File: src/rtl/seq_detector_param.sv
// seq_detector_param
// Programmable serial pattern detector. The last PAT_LEN accepted bits are
// compared against a runtime-loadable pattern. A match produces a registered
// one-cycle pulse on detector_out and bumps a saturating match counter.
// Overlapping or non-overlapping detection is selected by overlap_en, which
// only matters on the edge where a match occurs.

module seq_detector_param #(
    parameter int                 PAT_LEN     = 4,
    parameter logic [PAT_LEN-1:0] DEFAULT_PAT = 4'b1011,
    parameter int                 CNT_W       = 8
) (
    input  logic               clock,
    input  logic               reset,
    input  logic               sequence_in,
    input  logic               in_valid,
    input  logic               overlap_en,
    input  logic               pattern_load,
    input  logic [PAT_LEN-1:0] pattern_in,
    input  logic               count_clear,
    output logic               detector_out,
    output logic [CNT_W-1:0]   match_count,
    output logic               count_sat
);

    // Fill counter must be able to hold the value PAT_LEN itself.
    localparam int FILL_W = $clog2(PAT_LEN + 1);

    localparam logic [FILL_W-1:0] FILL_FULL = FILL_W'(PAT_LEN);
    localparam logic [FILL_W-1:0] FILL_ARM  = FILL_W'(PAT_LEN - 1);
    localparam logic [FILL_W-1:0] FILL_ONE  = FILL_W'(1);
    localparam logic [CNT_W-1:0]  CNT_MAX   = '1;
    localparam logic [CNT_W-1:0]  CNT_ONE   = CNT_W'(1);

    logic [PAT_LEN-1:0] pattern_reg;
    logic [PAT_LEN-1:0] history_reg;
    logic [PAT_LEN-1:0] history_next;
    logic [PAT_LEN-1:0] bit_eq;
    logic [FILL_W-1:0]  fill_reg;
    logic [FILL_W-1:0]  fill_next;
    logic [CNT_W-1:0]   count_reg;
    logic [CNT_W-1:0]   count_next;
    logic               detector_reg;
    logic               sat_reg;
    logic               accept;
    logic               match;

    // A load edge swallows any bit offered on the same edge.
    assign accept       = in_valid & ~pattern_load;

    // Newest bit enters at the LSB; the oldest bit lines up with pattern MSB.
    assign history_next = {history_reg[PAT_LEN-2:0], sequence_in};

    // Per-bit equality between the prospective history and the pattern.
    generate
        for (genvar gi = 0; gi < PAT_LEN; gi++) begin : g_bit_eq
            assign bit_eq[gi] = ~(history_next[gi] ^ pattern_reg[gi]);
        end
    endgenerate

    // A match needs enough valid history: fill before this bit >= PAT_LEN-1.
    assign match = accept & (&bit_eq) & (fill_reg >= FILL_ARM);

    // Fill counter: cleared by a load or a non-overlapping match, else saturating count.
    always_comb begin
        fill_next = fill_reg;
        if (pattern_load) begin
            fill_next = '0;
        end else if (accept) begin
            if (match && !overlap_en) begin
                fill_next = '0;
            end else if (fill_reg != FILL_FULL) begin
                fill_next = fill_reg + FILL_ONE;
            end
        end
    end

    // Match counter: clear wins over a coincident match; otherwise saturating increment.
    always_comb begin
        count_next = count_reg;
        if (count_clear) begin
            count_next = '0;
        end else if (match && (count_reg != CNT_MAX)) begin
            count_next = count_reg + CNT_ONE;
        end
    end

    // State and registered outputs.
    always_ff @(posedge clock) begin
        if (reset) begin
            pattern_reg  <= DEFAULT_PAT;
            history_reg  <= '0;
            fill_reg     <= '0;
            detector_reg <= 1'b0;
            count_reg    <= '0;
            sat_reg      <= 1'b0;
        end else begin
            if (pattern_load) begin
                pattern_reg <= pattern_in;
            end
            if (accept) begin
                history_reg <= history_next;
            end
            fill_reg     <= fill_next;
            detector_reg <= match;
            count_reg    <= count_next;
            sat_reg      <= (count_next == CNT_MAX);
        end
    end

    assign detector_out = detector_reg;
    assign match_count  = count_reg;
    assign count_sat    = sat_reg;

endmodule

File: config.mk
export PLATFORM = sky130hd
export DESIGN_NAME = seq_detector_param
export DESIGN_NICKNAME = d
export VERILOG_FILES = /design/src/rtl/seq_detector_param.sv
export SDC_FILE = /design/constraint.sdc
export NUM_CORES = 1
export LEC_CHECK = 0
export BUFFER_PORTS_ARGS = -buffer_cell sky130_fd_sc_hd__buf_2
export CORE_MARGIN = 4
export CORE_UTILIZATION = 30
export CTS_CLUSTER_DIAMETER = 50
export DETAILED_ROUTE_END_ITERATION = 12
export PLACE_DENSITY = 0.5
export SYNTH_ARGS = -nofsm -noshare
export SYNTH_HDL_FRONTEND = slang
export SYNTH_SLANG_ARGS = --single-unit
File: constraint.sdc
create_clock -name clock -period 6.16 [get_ports clock]
set_clock_uncertainty 0.1 [all_clocks]
set_input_delay 1.54 -clock clock [delete_from_list [all_inputs] [get_ports clock]]
set_output_delay 1.54 -clock clock [all_outputs]
set_load 0.01 [all_outputs]
==> out/qor.txt <==
======================================================================================
Result of the run                                                            completed
CP endpoint kind                                                                  flop
Gate count of the mapped netlist                                                   116
Height of the die                                                              67.3 µm
Number of nets in the finished design                                              151
Count of hold-fix buffers inserted at cts                                            0
Required time of the worst setup path                                          6.30 ns
Final total negative setup slack                                                  0 ns
Final global-route overflow total                                                    0
DP Wirelength                                                                  1.79 mm
Buffers inserted during post-CTS setup optimization                                  0
Total number of vias                                                               893
Count of antenna-violating nets left after detailed routing                          0
Max capacitance violation total                                                      0
Die ar.                                                                    0.00453 mm²
Type of the tightest min-delay check                                      flop to flop
Root buffer cell                                                              clkbuf_4
DRC violation total after the first TritonRoute iteration                           51
Clock Sinks                                                                         20
Via-per-instance ratio                                                            4.93
Path depth of the worst reg2reg path                                                 8
Count of final setup violators                                                       0
Final cycle utilization of the critical path                                     51.8%
DRC violations left                                                                  0
Maximum resistive drop on vdd                                                   124 µV
Normalized max-slew margin                                                       73.8%
Insertion delay of the later-clocked pin in the worst-skew pair                0.30 ns
Initial DRT Pass Iterations                                                          4
Worst Path Class, Setup                                                   input pin to flop
Buffers added on ports                                                              20
Layout cells sized above 1                                                       22.2%
Width of the chip                                                              67.3 µm
Arrival time worst endpoint                                                    3.33 ns
Setup repair after global routing missed its margin                              false
Post-synth top area cell                                                       dfxtp_1
Initial antenna violation count                                                      0
Most instantiated flip-flop cell in the synthesis netlist                      dfxtp_1
Overall routed net length                                                      2.31 mm
Ant. Diodes                                                                          0
Flip-flop count of the largest register after layout                                 8
Layout overhead on the synthesized area                                          15.8%
Worst setup SP type                                                          input pin
Yosys reg bits                                                                      20
Count of unique library cells instantiated by Yosys                                 37
Worst hold slack after final layout                                           0.444 ns
CTS H-tree depth                                                                     1
Top cells by area in the synthesized netlist                              dfxtp_1, mux2i_1, xor2_1, nor2_1, ha_1
Filler instances                                                                   381
CORE AREA                                                                  0.00336 mm²
Total CTS buffers                                                                    3
Sequential area share after synthesis                                            38.0%
Worst-path fanout max                                                               12
Number of cells traversed by the worst hold path                                     2
Site Rows                                                                           21
Number of hold-slack violations in the final timing report                           0
Netlist area before placement                                              0.00105 mm²
Avg Synthesized Cell Area                                                     9.09 µm²
Overall Global Routing Usage                                                     11.7%
Reported leakage power                                                        0.490 nW
Vias in the first global route                                                     904
Clock Pin Slew Worst Setup and Hold Paths                                      0.11 ns
Pwr Total                                                                     0.228 mW
Final standard cell area without fillers                                   0.00122 mm²
Global-route wire length before repair                                         3.99 mm
Weighted congestion reported at the end of routability-driven placement          0.766
Net count after synthesis                                                          131
Most frequent cells after synthesis                                       dfxtp_1, nor2_1, xor2_1
Average detailed-routed wire length per instance                               12.7 µm
Number of gates resized after cts                                                    0
Synth async-reset ratio                                                             0%
TritonCTS clock tree                                                             built
Pin count of the biggest net entering global routing                                14
Highest Clock Rate                                                             313 MHz
Warning count from the yosys run                                                     0
Most common cell in the synthesized netlist                                    dfxtp_1
Count of flip-flops with a built-in enable after synthesis                           0
Post-placement cell area                                                   0.00118 mm²
Final critical-path required period                                            3.19 ns
Post-layout util                                                                 36.3%
Largest buffer count on any clock path                                               2
Tightest Pin Transition                                                       0.394 ns
Max-slew violation total from the final report                                       0
Fraction of post-synthesis cell area in the top cell type by area                38.0%
I/O pin total                                                                       21
Effective utilization at floorplan                                               31.4%
Power per cell area                                                         187 mW/mm²
======================================================================================
-- worst max-delay path, cell delays in order --
cell      delay [ns]
buf_2           0.17
nand2b_1        0.32
nor2_1          0.34
o311a_1         0.47
mux2i_1         0.26
nand4_1         0.10
a21oi_1         0.12
-- layout by cell type (no fill, tap or decap), types with 5 or more instances in the layout --
cell,n
buf_2,20
nor2b_1,5
nand2_1,7
a21oi_1,5
nor2_1,14
dfxtp_1,20
mux2i_1,7
xor2_1,8
inv_1,5
-- layout make-up --
type                       instances  area (µm²)  share of cell area (%)
inverter                           5        18.8                    1.54
clock buffer                       4        36.3                    2.97
tap                               46        57.6                    4.71
timing repair buffer              20         100                    8.20
multi-input combinational         86         608                    49.8
sequential                        20         400                    32.8
-- worst paths after layout --
check                 startpoint             end  slack [ns]
setup / recovery    pattern_load       count_sat        2.97
hold reg to reg   history_reg[2]  history_reg[2]        0.44
hold / removal    history_reg[2]  history_reg[2]        0.44
setup reg to reg     fill_reg[1]       count_sat        3.85
-- routing by layer --
metal  wire (µm)  vias to the layer above  track usage, %
met5           0                        -               0
met4          42                        0            3.54
met3         139                        6            4.66
met2        1170                       20            21.0
met1         953                      419            12.4
li1            -                      448               -
-- cells by family (layout without fill, tap and decap cells) --
family	Yosys count	after routing	share of synthesized area [%]
xor gates and xnor gates	9	9	7.47
DFF	20	20	38.0
adders and majority gates	4	4	4.75
and+or+nand+nor	49	49	26.6
AOI/OAI and AO/OA	17	17	12.2
muxes	7	7	6.64
buffers and inverters	10	29	4.39
-- report_power, final --
| group | internal [mW] | switching, mW | leakage, nW |
|---|---|---|---|
| combinational | 0.00783 | 0.0102 | 0.306 |
| clock | 0.0361 | 0.0401 | 0.0210 |
| sequential | 0.132 | 0.00191 | 0.162 |
| total | 0.176 | 0.0522 | 0.490 |
-- per-stage QoR --
stage,std cells,worst slack (ns)
6_report,181,2.97
5_1_grt,181,2.75
4_1_cts,181,2.94
3_5_place_dp,177,2.61
3_3_place_gp,177,2.77
2_1_floorplan,116,3.26
(Power assumes the default switching activity.)
